**src/rtl/serial_frame_codec.sv**
```systemverilog
// Framed-packet codec: parses SOF/LEN/payload/CSUM frames, answers ACK/NAK, then replays verified payload.
// Optional inter-byte timeout is enabled with `define SERIAL_FRAME_TIMEOUT_EN.
module serial_frame_codec #(
    parameter int          MAX_LEN        = 16,
    parameter logic [7:0]  SOF_BYTE       = 8'hA5,
    parameter logic [7:0]  ACK_BYTE       = 8'h06,
    parameter logic [7:0]  NAK_BYTE       = 8'h15,
    parameter int          TIMEOUT_CYCLES = 1000000
) (
    input  logic       clk,
    input  logic       rst,
    input  logic [7:0] rx_data,
    input  logic       rx_valid,
    output logic       rx_ready,
    output logic [7:0] tx_data,
    output logic       tx_valid,
    input  logic       tx_ready,
    output logic [7:0] pl_data,
    output logic       pl_valid,
    output logic       pl_last,
    input  logic       pl_ready,
    output logic       frame_err,
    output logic [7:0] err_count
);

    localparam int         IDX_W     = $clog2(MAX_LEN + 1);
    localparam logic [7:0] MAX_LEN_B = 8'(MAX_LEN);

    if (MAX_LEN < 1 || MAX_LEN > 255) begin : g_bad_max_len
        $error("serial_frame_codec: MAX_LEN must be 1..255");
    end
    if (TIMEOUT_CYCLES < 1) begin : g_bad_timeout
        $error("serial_frame_codec: TIMEOUT_CYCLES must be at least 1");
    end

    typedef enum logic [2:0] {
        S_IDLE,
        S_LEN,
        S_PAYLOAD,
        S_CSUM,
        S_RESP,
        S_DRAIN
    } state_t;

    state_t           state;
    logic [IDX_W-1:0] idx;
    logic [IDX_W-1:0] len;
    logic [IDX_W-1:0] last_idx;
    logic [IDX_W-1:0] next_idx;
    logic [7:0]       csum;
    logic             good;
    logic [7:0]       buffer [MAX_LEN];

    logic rx_fire;
    logic tx_fire;
    logic pl_fire;
    logic ack_now;
    logic nak_now;
    logic timeout;
    logic in_frame;

    assign rx_fire  = rx_valid && rx_ready;
    assign tx_fire  = tx_valid && tx_ready;
    assign pl_fire  = pl_valid && pl_ready;
    assign last_idx = len - IDX_W'(1);
    assign next_idx = idx + IDX_W'(1);
    assign in_frame = (state == S_LEN) || (state == S_PAYLOAD) || (state == S_CSUM);

`ifdef SERIAL_FRAME_TIMEOUT_EN
    localparam int TO_W = (TIMEOUT_CYCLES > 1) ? $clog2(TIMEOUT_CYCLES + 1) : 1;

    logic [TO_W-1:0] to_count;

    // Counts idle cycles only while a frame is partially received.
    always_ff @(posedge clk or posedge rst) begin
        if (rst) begin
            to_count <= '0;
        end else if (rx_fire || !in_frame) begin
            to_count <= '0;
        end else begin
            to_count <= to_count + TO_W'(1);
        end
    end

    assign timeout = in_frame && !rx_fire && (to_count == TO_W'(TIMEOUT_CYCLES - 1));
`else
    assign timeout = 1'b0;
`endif

    // Both response decisions funnel through ack_now/nak_now so RESP entry lives in one place.
    always_comb begin
        ack_now = 1'b0;
        nak_now = 1'b0;
        if (rx_fire && state == S_LEN && (rx_data == 8'd0 || rx_data > MAX_LEN_B)) begin
            nak_now = 1'b1;
        end
        if (rx_fire && state == S_CSUM) begin
            if (rx_data == csum) begin
                ack_now = 1'b1;
            end else begin
                nak_now = 1'b1;
            end
        end
        if (timeout) begin
            nak_now = 1'b1;
        end
    end

    // Payload storage carries no reset so it can map onto plain RAM.
    always_ff @(posedge clk) begin
        if (state == S_PAYLOAD && rx_fire) begin
            buffer[idx] <= rx_data;
        end
    end

    always_ff @(posedge clk or posedge rst) begin
        if (rst) begin
            state     <= S_IDLE;
            rx_ready  <= 1'b1;
            tx_valid  <= 1'b0;
            tx_data   <= 8'd0;
            pl_valid  <= 1'b0;
            pl_last   <= 1'b0;
            pl_data   <= 8'd0;
            frame_err <= 1'b0;
            err_count <= 8'd0;
            idx       <= '0;
            len       <= '0;
            csum      <= 8'd0;
            good      <= 1'b0;
        end else begin
            frame_err <= 1'b0;
            if (ack_now || nak_now) begin
                state    <= S_RESP;
                rx_ready <= 1'b0;
                tx_valid <= 1'b1;
                tx_data  <= ack_now ? ACK_BYTE : NAK_BYTE;
                good     <= ack_now;
                if (nak_now) begin
                    frame_err <= 1'b1;
                    if (err_count != 8'hFF) begin
                        err_count <= err_count + 8'd1;
                    end
                end
            end else begin
                case (state)
                    S_IDLE: begin
                        if (rx_fire && rx_data == SOF_BYTE) begin
                            state <= S_LEN;
                        end
                    end
                    S_LEN: begin
                        if (rx_fire) begin
                            len   <= IDX_W'(rx_data);
                            csum  <= rx_data;
                            idx   <= '0;
                            state <= S_PAYLOAD;
                        end
                    end
                    S_PAYLOAD: begin
                        if (rx_fire) begin
                            csum <= csum ^ rx_data;
                            idx  <= next_idx;
                            if (idx == last_idx) begin
                                state <= S_CSUM;
                            end
                        end
                    end
                    S_CSUM: begin
                        state <= S_CSUM;
                    end
                    S_RESP: begin
                        if (tx_fire) begin
                            tx_valid <= 1'b0;
                            if (good) begin
                                state    <= S_DRAIN;
                                idx      <= '0;
                                pl_valid <= 1'b1;
                                pl_data  <= buffer[0];
                                pl_last  <= (len == IDX_W'(1));
                            end else begin
                                state    <= S_IDLE;
                                rx_ready <= 1'b1;
                            end
                        end
                    end
                    S_DRAIN: begin
                        if (pl_fire) begin
                            if (pl_last) begin
                                pl_valid <= 1'b0;
                                pl_last  <= 1'b0;
                                state    <= S_IDLE;
                                rx_ready <= 1'b1;
                            end else begin
                                idx     <= next_idx;
                                pl_data <= buffer[next_idx];
                                pl_last <= (next_idx == last_idx);
                            end
                        end
                    end
                    default: begin
                        state    <= S_IDLE;
                        rx_ready <= 1'b1;
                    end
                endcase
            end
        end
    end

endmodule

```
**config.mk**
```make
export PLATFORM = sky130hd
export DESIGN_NAME = serial_frame_codec
export DESIGN_NICKNAME = d
export VERILOG_FILES = /design/src/rtl/serial_frame_codec.sv
export SDC_FILE = /design/constraint.sdc
export NUM_CORES = 1
export LEC_CHECK = 0
export BUFFER_PORTS_ARGS = -buffer_cell sky130_fd_sc_hd__buf_4
export CAP_MARGIN = 10
export CORE_UTILIZATION = 30
export CTS_BUF_LIST = sky130_fd_sc_hd__clkbuf_2
export DETAILED_ROUTE_END_ITERATION = 8
export HOLD_SLACK_MARGIN = 0.05
export PLACE_DENSITY = 0.42
export SLEW_MARGIN = 40
export SYNTH_ARGS = -nofsm -noshare
export SYNTH_HDL_FRONTEND = slang
export SYNTH_SLANG_ARGS = --single-unit
```
**constraint.sdc**
```tcl
create_clock -name clk -period 4.9 [get_ports clk]
set_input_delay 0.49 -clock clk [delete_from_list [all_inputs] [get_ports clk]]
set_output_delay 0.49 -clock clk [all_outputs]
set_load 0.01 [all_outputs]
```
* After elaboration in Yosys (flattened, before gate mapping)
Memories as Yosys holds them, arrays and structs flattened.
Cells that the tools add are included.
** Operators by class
- Equality and inequality tests :: 27
- Mux-type cells :: 54
- $mul :: 0
- Div/mod/pow operators :: 0
- $lt $le $gt $ge :: 1
- Reduce and logical (&&, ||, !) cells :: 28
- Add/sub/neg operators :: 3
- Shifts and indexed selects :: 0
- Bitwise logic cells :: 2
** Operator list (number)
- 8-bit two-way mux :: 6
- 5-bit two-way mux :: 7
- 8-bit one-hot mux with 2 select lines :: 2
- 3-bit two-way mux :: 9
- 1-bit two-way mux :: 25
- 5-bit one-hot mux with 4 select lines :: 1
- 3-bit one-hot mux with 6 select lines :: 1
- 3-bit inequality test, second input constant :: 5
- 2-bit inequality test, second input constant :: 7
- 6-bit AND reduction :: 2
- 5-bit == test :: 2
- 5-bit AND reduction :: 2
- 8-bit by 1-bit adder with 8-bit output, second input constant :: 1
- 8-bit == test :: 1
- 8-bit == test, second input constant :: 1
- 8-bit by 5-bit greater-than comparator with 1-bit output, second input constant :: 1
- 1-bit logical AND :: 8
- 8-bit zero test :: 1
- 8-bit inequality test, second input constant :: 1
- 8-bit AND reduction :: 1
- 2-bit nonzero test :: 4
- 8-bit XOR :: 1
- 7-bit AND reduction :: 1
- 3-bit by 2-bit == test with 1-bit output, second input constant :: 2
- 18 further kinds :: 23
** Word-level totals
- Register bits after elaboration :: 51
- Bits in read-only memories :: 0
- Word-level logic and storage cells :: 129
- Output and inout bits :: 29
- Bits in latches :: 0
- RAM bits :: 128
- Memories :: 1
- Input bits :: 13
** Memories
- buffer :: depth 16, bits a word 8, read ports 2, clocked after memory_dff 0, write ports 1, RTL line 52 : logic [7:0] buffer [MAX_LEN];

* Depth between registers and ports, before layout
Gate-level depths: netlist of the first run.
- Depth after elaboration :: 9
- Depth in mapped cells :: 11
- Depth with buffers taken out :: 7

* Worst setup path after synthesis of the first run
OpenSTA, ideal clock, no wires.
- Path kind :: register to register
- Start point :: register idx[0]
- End point :: register pl_data[2]
- Data arrival time :: 2.312 ns
- Cell stages (with the launch flop) :: 12
- Period minus slack after synthesis :: 2.441 ns
- Slack :: 2.459 ns
- Data required time :: 4.771 ns
- Buffers on the path :: 4
- Library setup time :: 0.129 ns
- Cells stage by stage :: dfrtp_1 > buf_4 > buf_2 > inv_1 > ha_1 > buf_2 > clkbuf_1 > mux4_2 > nand2_1 > nand3_1 > o221ai_1 > o21ai_1
** On the way
- Word-level cells in the longest chain between the ends :: 5
** RTL lines
- start, declared :: RTL line 46 : logic [IDX_W-1:0] idx;
- start signal, assigned :: RTL line 163 : idx <= next_idx;
- start signal, assigned :: RTL line 195 : idx <= next_idx;
- 5-bit by 1-bit adder with 5-bit output :: RTL line 66 : assign next_idx = idx + IDX_W'(1);
- memory read 16 x 8 bit
- 8-bit two-way mux :: RTL line 189 : if (pl_last) begin
- 8-bit two-way mux :: RTL line 188 : if (pl_fire) begin
- 8-bit one-hot mux with 2 select lines :: RTL line 146 : case (state)
- end signal, assigned :: RTL line 179 : pl_data <= buffer[0];
- end signal, assigned :: RTL line 196 : pl_data <= buffer[next_idx];
- end, declared :: RTL line 18 : output logic [7:0] pl_data,
No other way between the ends. The select of a mux whose other input is x is not followed.
A chain may end at the register's enable or synchronous reset.

* Worst setup path after layout of the first run
- Start point :: register state[0]
- End point :: memory buffer[8][3] (enable)
** On the way
- Word-level cells in the longest chain between the ends :: 4
** RTL lines
- start, declared :: RTL line 45 : state_t state;
- start signal, assigned :: RTL line 118 : state <= S_IDLE;
- start signal, assigned :: RTL line 134 : state <= S_RESP;
- start signal, assigned :: RTL line 149 : state <= S_LEN;
- 3-bit by 2-bit == test with 1-bit output :: RTL line 111 : if (state == S_PAYLOAD && rx_fire) begin
- 1-bit logical AND :: RTL line 111
- 1-bit two-way mux :: RTL line 111
- 1-bit two-way mux (implied by the code) :: RTL line 112 : buffer[idx] <= rx_data;
- end, declared :: RTL line 52
No other way between the ends.

==> results.json, run 1 <==
{
  "final_max_slew_viol_count": 0,
  "powerDensity_nw_per_um2": 277,
  "ys_seq_elements": 173,
  "final_common_cell": "edfxtp_1",
  "nFillCells": 2416,
  "coreArea_sq_um": 25200,
  "r2r_setup_slack_ns": 2.04,
  "synth_edf_count": 128,
  "clkLatencyLatePin_ns": 0.75,
  "overflow": 0,
  "min_from": "pl_ready",
  "grt.total_usage": 0.150,
  "setup-violations-final": 0,
  "pin_count": 42,
  "vias": 4508,
  "worstPathRequired_ns": 5.27,
  "post_dp_cell_area_sq_um": 8310,
  "synthCells": 512,
  "fmax_ghz": 0.350,
  "ys_top_cells_by_area": "edfxtp_1 (50%), dfrtp_1 (14%), mux4_2 (9.4%), nand2_1 (2.6%), xor2_1 (1.7%)",
  "crit_path_top_delay_cell": "dfrtp_1",
  "dp_hpwl_mm": 12.3,
  "clk_path_buf_depth": 2,
  "io_buffer_count": 37,
  "cts_sinks": 173,
  "grt_max_degree": 46,
  "clk_pin_slew_ns": 0.28,
  "timing.slew.headroom": 0.468,
  "antenna_left": 0,
  "fin_crit_sh": 0.583,
  "synth_cell_type_count": 66,
  "final.setup.tns_ns": 0,
  "synth_ff_type": "edfxtp_1",
  "p_leak_nw": 3.02,
  "max_stage_delay_ns": 0.71,
  "drive_above_1_share": 0.226,
  "hold_viol": 0,
  "hold_class": "primary input to register",
  "initial_core_util": 0.306,
  "whs_path_depth": 4,
  "r2r-end": "buffer[8][3]$_DFFE_PP_",
  "crit_chain": "nand2b_1 -> nor3_2 -> nand2_1 -> nor2_1",
  "place_congestion": 0.730,
  "syn_area_per_cell_sq_um": 15.0,
  "grt_pass1_wl_mm": 28.8,
  "p_total_mw": 2.40,
  "mostFrequentLayoutCells": "edfxtp_1 (128), nand2_1 (53), buf_4 (44)",
  "maxCapViolations": 0,
  "avgViaCountPerCell": 4.97,
  "tritoncts": "done",
  "wl_mm": 18.6,
  "ys_seq_area_frac": 0.646,
  "worstPathArrival_ns": 3.22,
  "hold-path-endpoint": "state[0]$_DFFE_PP0P_",
  "grt_pass1_vias": 4701,
  "drt_iter0_drc": 267,
  "num_rows": 58,
  "layout.nets": 582,
  "layout.cells.non_filler": 907,
  "synth_top_area_cell": "edfxtp_1",
  "route.detailed.drc": 0,
  "r2r-start": "state[0]$_DFFE_PP0P_",
  "area_growth_syn_to_layout_pct": 12.5,
  "r2r_cells": 4,
  "end_kind": "register",
  "worst_pin_slew_ns": 0.792,
  "post-cts-setup-buffers": 0,
  "ir_drop_uv": 122,
  "die_w_um": 162,
  "wl_per_cell_um": 20.5,
  "fp.dieH_um": 162,
  "synth_top_area_share": 0.499,
  "rsz0062_at_grt": "false",
  "status": "finished clean",
  "finish.instance_area_sq_um": 8660,
  "yosys_warnings": 0,
  "cts_root_buf": "clkbuf_2",
  "grt_antenna_before_repair": 1,
  "ys_async_sr_fraction": 0.260,
  "worstPathMaxFanout": 19,
  "cts_inserted_buffers": 17,
  "cp-start-kind": "register",
  "crit_type": "register to register",
  "fin_worst_skew_ns": 0.0591,
  "netlist_area_sq_um": 7700,
  "dpl.cell_count": 863,
  "fin_hold_ws_ns": 0.149,
  "firstDrtPassIters": 4,
  "dieArea_sq_um": 26300,
  "h-tree-depth": 4,
  "layout_min_cycle_time_ns": 2.86
}
routing by layer:
layer | share of wire | wire length [um] | GRT usage | up-vias
met2 | 0.48 | 8860 | 0.239 | 93
met4 | 0.015 | 274 | 0.0476 | 0
li1 | - | - | - | 2078
met1 | 0.47 | 8680 | 0.204 | 2319
met3 | 0.041 | 752 | 0.0301 | 18
met5 | 0 | 0 | 0 | -
cells by family after synthesis:
kind of cell               after synthesis  synth area share
AOI/OAI and AO/OA                       75            0.0735
and+or+nand+nor                        155             0.109
adders and majority gates                7            0.0114
other                                    1          0.000487
buffers and inverters                   35            0.0241
muxes                                   37             0.101
DFF                                    173             0.646
xor gates and xnor gates                29            0.0349
state kept, by name, summed over array words and instances (netlist names):
| register | flops |
|---|---|
| rx_ready | 1 |
| pl_data | 8 |
| tx_valid | 1 |
| err_count | 8 |
| pl_last | 1 |
| idx | 5 |
| csum | 8 |
| buffer | 128 |
| len | 5 |
| state | 3 |
| pl_valid | 1 |
| frame_err | 1 |
| tx_data | 3 |
cell type report:
class	count	area (sq um)	share of cell area
Sequential cell	173	4970	0.574
Multi-Input combinational cell	307	2570	0.297
Timing Repair Buffer	54	430	0.0497
Tap cell	330	413	0.0477
Clock inverter	15	153	0.0176
Clock buffer	17	85.1	0.00982
Inverter	9	33.8	0.00390
Antenna cell	2	5.00	0.000578
stage by stage:
stage | utilization | worst slack [ns]
5_1_grt | 0.344 | 1.81
3_5_place_dp | 0.330 | 2.01
6_report | 0.344 | 2.04
2_1_floorplan | - | 2.46
4_1_cts | 0.343 | 1.98
3_3_place_gp | 0.330 | 1.98
what timing repair did:
action	4_1_cts	5_1_grt
endpoints found under the setup margin	0	0
resized for setup	0	0
hold endpoints to repair	95	0
hold buffers	10	0
synth_stat cells (2+ instances only):
cell,n
a21o_1,7
a21oi_1,9
a22oi_1,9
a31oi_1,4
and2_1,4
and3b_1,2
and4_1,2
buf_1,2
buf_2,9
buf_4,7
buf_6,2
clkbuf_1,5
dfrtp_1,44
edfxtp_1,128
ha_1,7
inv_1,9
mux2_1,4
mux4_2,32
nand2_1,53
nand2b_1,7
nand3_1,18
nand3b_1,2
nand4_1,4
nor2_1,27
nor2b_1,4
nor3_1,8
nor3_2,3
nor4_1,4
nor4_4,2
o21ai_0,2
o21ai_1,11
o221a_1,4
o221ai_1,8
o22a_1,6
o22ai_1,2
or2_1,3
or3_1,2
or4_1,2
xnor2_1,12
xnor2_2,2
xor2_1,15
worst max-delay path by stage:
stage / from / to / slack, ns
final: state[0]$_DFFE_PP0P_ / buffer[8][3]$_DFFE_PP_ / 2.04
after detailed placement: state[0]$_DFFE_PP0P_ / buffer[11][4]$_DFFE_PP_ / 2.01
after global routing: state[0]$_DFFE_PP0P_ / buffer[10][3]$_DFFE_PP_ / 1.81
after global placement: state[0]$_DFFE_PP0P_ / buffer[3][0]$_DFFE_PP_ / 1.98
after CTS: state[0]$_DFFE_PP0P_ / buffer[11][2]$_DFFE_PP_ / 1.98
after floorplan: idx[0]$_DFFE_PP0P_ / pl_data[2]$_DFFE_PP0P_ / 2.46
power by group:
part           switching [mW]  total [mW]  internal, mW
Combinational          0.0460      0.0632        0.0172
Clock                   0.554       0.759         0.206
Sequential                  0        1.58          1.58
critical path, delay by kind of cell (launching register included):
family	cells	cell delay, ns
flops	1	0.71
simple gates	4	1.75
(Power assumes the default switching activity.)
==> inputs of run 2 (changes only) <==
==> constraint.sdc (replaced) <==
create_clock -name clk -period 2.9 [get_ports clk]
set_input_delay 0.29 -clock clk [delete_from_list [all_inputs] [get_ports clk]]
set_output_delay 0.29 -clock clk [all_outputs]
set_load 0.01 [all_outputs]
==> run 2 against run 1 <==
Combinational power rose by 87%. Utilization rose by 0.70 points. Cell count rose by 2.4%. Wire length rose by 8.3%. Clock skew fell by 0.016 ns. First-iteration DRC count rose by 56%. Sequential power rose by 68%. Worst hold slack improved by 0.27 ns. Critical path type unchanged.
==> results.json, run 2 (synthesis results as in run 1) <==
{
  "pre_cts_ws_ns": 0.506,
  "maxCapViolations": 0,
  "coreArea_sq_um": 25200,
  "grt_antenna_before_repair": 1,
  "ir_drop_uv": 213,
  "drive_above_1_share": 0.242,
  "tritoncts": "done",
  "grt.total_usage": 0.162,
  "dr_wl_met3_um": 527,
  "grt_max_degree": 25,
  "fp.dieH_um": 162,
  "dieArea_sq_um": 26300,
  "io_buffer_count": 37,
  "pin_count": 42,
  "layout.cells.non_filler": 929,
  "cts_inserted_buffers": 17,
  "r2r-start": "state[0]$_DFFE_PP0P_",
  "final.setup.tns_ns": 0,
  "met2_length_mm": 10.4,
  "wl_mm": 20.1,
  "path_buf_inv": 0,
  "fin_crit_sh": 0.835,
  "layout_min_cycle_time_ns": 2.42,
  "crit_path_top_delay_cell": "dfrtp_1",
  "dpl.cell_count": 881,
  "cts_sinks": 173,
  "r2r_setup_slack_ns": 0.48,
  "whs_path_depth": 4,
  "fin_hold_ws_ns": 0.420,
  "powerDensity_nw_per_um2": 463,
  "p_leak_nw": 3.14,
  "layout.nets": 603,
  "hold-path-endpoint": "tx_valid$_DFFE_PP0P_",
  "worstPathRequired_ns": 3.54,
  "wl_per_cell_um": 21.6,
  "fmax_ghz": 0.413,
  "worst_slack_ns": 0.479,
  "status": "finished clean",
  "setup-violations-final": 0,
  "clkLatencyLatePin_ns": 0.76,
  "mostFrequentLayoutCells": "edfxtp_1 (128), buf_4 (62), nand2_1 (53)",
  "worstPathArrival_ns": 3.06,
  "nFillCells": 2415,
  "r2r-end": "idx[0]$_DFFE_PP0P_",
  "overflow": 0,
  "antenna_left": 0,
  "avgViaCountPerCell": 5.03,
  "max_stage_delay_ns": 0.89,
  "fin_worst_skew_ns": 0.0434,
  "crit_family": "flip-flops",
  "clk_pin_slew_ns": 0.26,
  "worstPathMaxFanout": 19,
  "timing.slew.headroom": 0.494,
  "place_congestion": 0.787,
  "p_total_mw": 4.09,
  "cts_root_buf": "clkbuf_2",
  "crit_type": "register to register",
  "worst_pin_slew_ns": 0.754,
  "dp_hpwl_mm": 13.8,
  "final_max_slew_viol_count": 0,
  "min_from": "tx_ready",
  "num_rows": 58,
  "vias": 4671,
  "route.detailed.drc": 0,
  "hold_viol": 0,
  "largest_register_ffs": 128,
  "largest_register": "buffer",
  "grt_pass1_wl_mm": 30.7,
  "cp-start-kind": "register",
  "grt_pass1_vias": 4846,
  "die_w_um": 162,
  "clk_path_buf_depth": 2,
  "firstDrtPassIters": 4,
  "drt_iter0_drc": 417,
  "startpoint": "state[0]$_DFFE_PP0P_",
  "area_growth_syn_to_layout_pct": 14.8,
  "h-tree-depth": 4,
  "drt-met1-wl_mm": 9.02,
  "hold_class": "primary input to register",
  "crit_chain": "nand4b_2 -> a21oi_4 -> nor3_2 -> mux2_1",
  "end_kind": "register",
  "initial_core_util": 0.306,
  "rsz0062_at_grt": "false",
  "r2r_cells": 4,
  "top_layer": "met4",
  "final_common_cell": "edfxtp_1"
}
==> run 2: cell type report <==
type                    count  area [sq um]  area share
diodes                      3          7.51    0.000850
clock buffers              17          85.1     0.00963
clock inverters            15           175      0.0198
inverters                   9          33.8     0.00382
multi-input cells         307          2550       0.289
flip-flops and latches    173          4970       0.563
well taps                 330           413      0.0467
repair buffers             75           596      0.0674
==> run 2: how the worst max path moves through the flow <==
stage                                to  slack, ns  cells after the start
3_3_place_gp     buffer[1][5]$_DFFE_PP_       0.51                      6
5_1_grt              idx[0]$_DFFE_PP0P_       0.30                      4
2_1_floorplan    pl_data[2]$_DFFE_PP0P_       0.46                     11
4_1_cts              idx[1]$_DFFE_PP0P_       0.47                      4
3_5_place_dp   err_count[1]$_DFFE_PP0P_       0.51                      4
6_report             idx[0]$_DFFE_PP0P_       0.48                      4
==> run 2: power breakdown <==
group / switching (mW) / internal [mW] / total [mW]
combinational: 0.0843 / 0.0335 / 0.118
clock: 0.950 / 0.361 / 1.31
sequential: 0 / 2.66 / 2.66
total: 1.03 / 3.06 / 4.09
==> run 2: timing repair <==
item / in CTS / in global routing
resized for setup: 0 / 0
hold buffers: 13 / 0
endpoints found under the setup margin: 0 / 0
buffers inserted: 0 / 0
hold endpoints to repair: 182 / 0
==> run 2: layer usage <==
| metal | vias to the layer above | track usage |
|---|---|---|
| met5 | - | 0 |
| met4 | 0 | 0.0395 |
| met3 | 16 | 0.0276 |
| met2 | 92 | 0.280 |
| met1 | 2452 | 0.210 |
| li1 | 2111 | - |
==> run 2: worst reg2reg max path: stages, from the launching register on <==
cell	delay (ns)
dfrtp_1	0.89
nand4b_2	0.41
a21oi_4	0.54
nor3_2	0.16
mux2_1	0.33
==> run 2: through the flow <==
stage           util  cell area [sq um]
2_1_floorplan      -               7710
3_3_place_gp   0.335               8440
3_5_place_dp   0.335               8440
4_1_cts        0.351               8830
5_1_grt        0.351               8830
6_report       0.351               8840
==> inputs of run 3 (changes only) <==
==> constraint.sdc (replaced) <==
create_clock -name clk -period 2.35 [get_ports clk]
set_input_delay 0.235 -clock clk [delete_from_list [all_inputs] [get_ports clk]]
set_output_delay 0.235 -clock clk [all_outputs]
set_load 0.01 [all_outputs]
==> run 3 against run 2 <==
Sequential power increased by 24%. First-iteration DRC count fell by 34%. Critical endpoint is now buffer[2][4]$_DFFE_PP_. Maximum frequency grew 15%.
==> results.json, run 3 (synthesis results as in run 1) <==
{
  "status": "finished clean",
  "pin_count": 42,
  "p_leak_nw": 3.24,
  "drive_above_1_share": 0.266,
  "cts_sinks": 173,
  "fin_crit_sh": 0.898,
  "timing.slew.headroom": 0.613,
  "final.setup.tns_ns": 0,
  "powerDensity_nw_per_um2": 560,
  "tritoncts": "done",
  "cts_root_buf": "clkbuf_2",
  "avgViaCountPerCell": 4.97,
  "end_kind": "register",
  "rsz0062_at_grt": "false",
  "fp.dieH_um": 162,
  "grt_pass1_wl_mm": 30.5,
  "crit_type": "register to register",
  "clk_path_buf_depth": 2,
  "dieArea_sq_um": 26300,
  "crit_family": "simple AND/OR/NAND/NOR gates",
  "worstPathMaxFanout": 8,
  "hold_viol": 0,
  "grt_pass1_vias": 4910,
  "path_buf_inv": 1,
  "mostFrequentLayoutCells": "edfxtp_1 (128), buf_4 (79), nand2_1 (53)",
  "final_common_cell": "edfxtp_1",
  "coreArea_sq_um": 25200,
  "cts_inserted_buffers": 17,
  "grt_max_degree": 27,
  "io_buffer_count": 37,
  "die_w_um": 162,
  "fin_worst_skew_ns": 0.0450,
  "largest_register": "buffer",
  "wl_mm": 19.9,
  "place_congestion": 0.803,
  "num_rows": 58,
  "ir_drop_uv": 228,
  "layout.cells.non_filler": 945,
  "final_max_slew_viol_count": 0,
  "layout.nets": 622,
  "dpl.cell_count": 900,
  "maxCapViolations": 0,
  "worstPathArrival_ns": 2.54,
  "p_total_mw": 5.04,
  "initial_core_util": 0.306,
  "cp-start-kind": "register",
  "worst_pin_slew_ns": 0.580,
  "crit_top_cell": "nand2_1",
  "crit_chain": "nand2_1 -> nor3_4 -> nand2_1 -> nor3_1 -> buf_4",
  "area_growth_syn_to_layout_pct": 16.8,
  "hold_class": "primary input to register",
  "clkLatencyLatePin_ns": 0.72,
  "overflow": 0,
  "nFillCells": 2469,
  "crit_path_top_delay_cell": "dfstp_2",
  "fin_hold_ws_ns": 0.383,
  "fmax_ghz": 0.474,
  "post-cts-setup-buffers": 0,
  "antenna_left": 0,
  "grt_antenna_before_repair": 2,
  "setup-violations-final": 0,
  "route.detailed.drc": 0,
  "largest_register_ffs": 128,
  "layout_min_cycle_time_ns": 2.11,
  "clk_pin_slew_ns": 0.26,
  "firstDrtPassIters": 5,
  "dp_hpwl_mm": 13.8,
  "grt.total_usage": 0.160,
  "vias": 4697,
  "h-tree-depth": 4,
  "max_stage_delay_ns": 0.67,
  "wl_per_cell_um": 21.0,
  "worstPathRequired_ns": 2.78,
  "drt_iter0_drc": 277
}
## run 3: cell types whose count changed in the layout (fill, tap and decap cells not counted), moves of 2 or more
cell / change
buf_4: +17
clkinv_4: -3
buf_12: +2
clkinv_2: +2
clkinv_8: -2
clkinvlp_4: +2
## run 3: final cells by class
cell class	count	area, sq um	area share
Tap cell	330	413	0.0459
Clock inverter	13	159	0.0177
Clock buffer	17	85.1	0.00946
Inverter	9	33.8	0.00376
Multi-Input combinational cell	307	2560	0.285
Sequential cell	173	4970	0.553
Antenna cell	2	5.00	0.000557
Timing Repair Buffer	94	763	0.0849
## run 3: per-stage QoR
step                      setup WS [ns]  instance area (sq um)   util
final                             0.239                   8990  0.357
after global routing              0.106                   8990  0.357
after CTS                        0.0632                   8980  0.357
after detailed placement        -0.0264                   8610  0.342
after global placement          -0.0228                   8610  0.342
after floorplan                  0.0631                   7710      -
## run 3: worst min-delay path: cells and delay by family
| kind | cells | cell delay, ns |
|---|---|---|
| compound gates | 1 | 0.10 |
| buf+inv | 2 | 0.70 |
| simple gates | 1 | 0.06 |
## run 3: timing repair
item                                    in CTS  in global routing
gates cloned                                 0                  0
endpoints found under the setup margin      19                  2
hold buffers                                13                  0
endpoints found under the hold margin      210                  0
resized for setup                            1                  1
## run 3: path summary, 6_finish.rpt
check                                       start                     end  slack (ns)  cells after the start
hold / removal                           tx_ready    tx_valid$_DFFE_PP0P_        0.38                      4
min in group asynchronous                     rst     pl_last$_DFFE_PP0P_        0.66                      4
hold reg to reg            tx_data[2]$_DFFE_PP0N_  tx_data[2]$_DFFE_PP0N_        0.51                      1
setup / recovery             rx_ready$_DFFE_PP1P_  buffer[2][4]$_DFFE_PP_        0.24                      5
setup reg to reg             rx_ready$_DFFE_PP1P_  buffer[2][4]$_DFFE_PP_        0.24                      5
max in group asynchronous                     rst     csum[2]$_DFFE_PP0P_        1.06                      5
## run 3: power breakdown
part	leakage (nW)	internal, mW	switching (mW)
Sequential	1.74	3.29	0
Combinational	1.36	0.0457	0.102
Clock	0.144	0.507	1.10
Total	3.24	3.84	1.20
## run 3: per-layer routing
metal / wire [um] / track usage
met4: 155 / 0.0467
met2: 10100 / 0.263
met3: 628 / 0.0309
met5: 0 / 0
met1: 9010 / 0.214
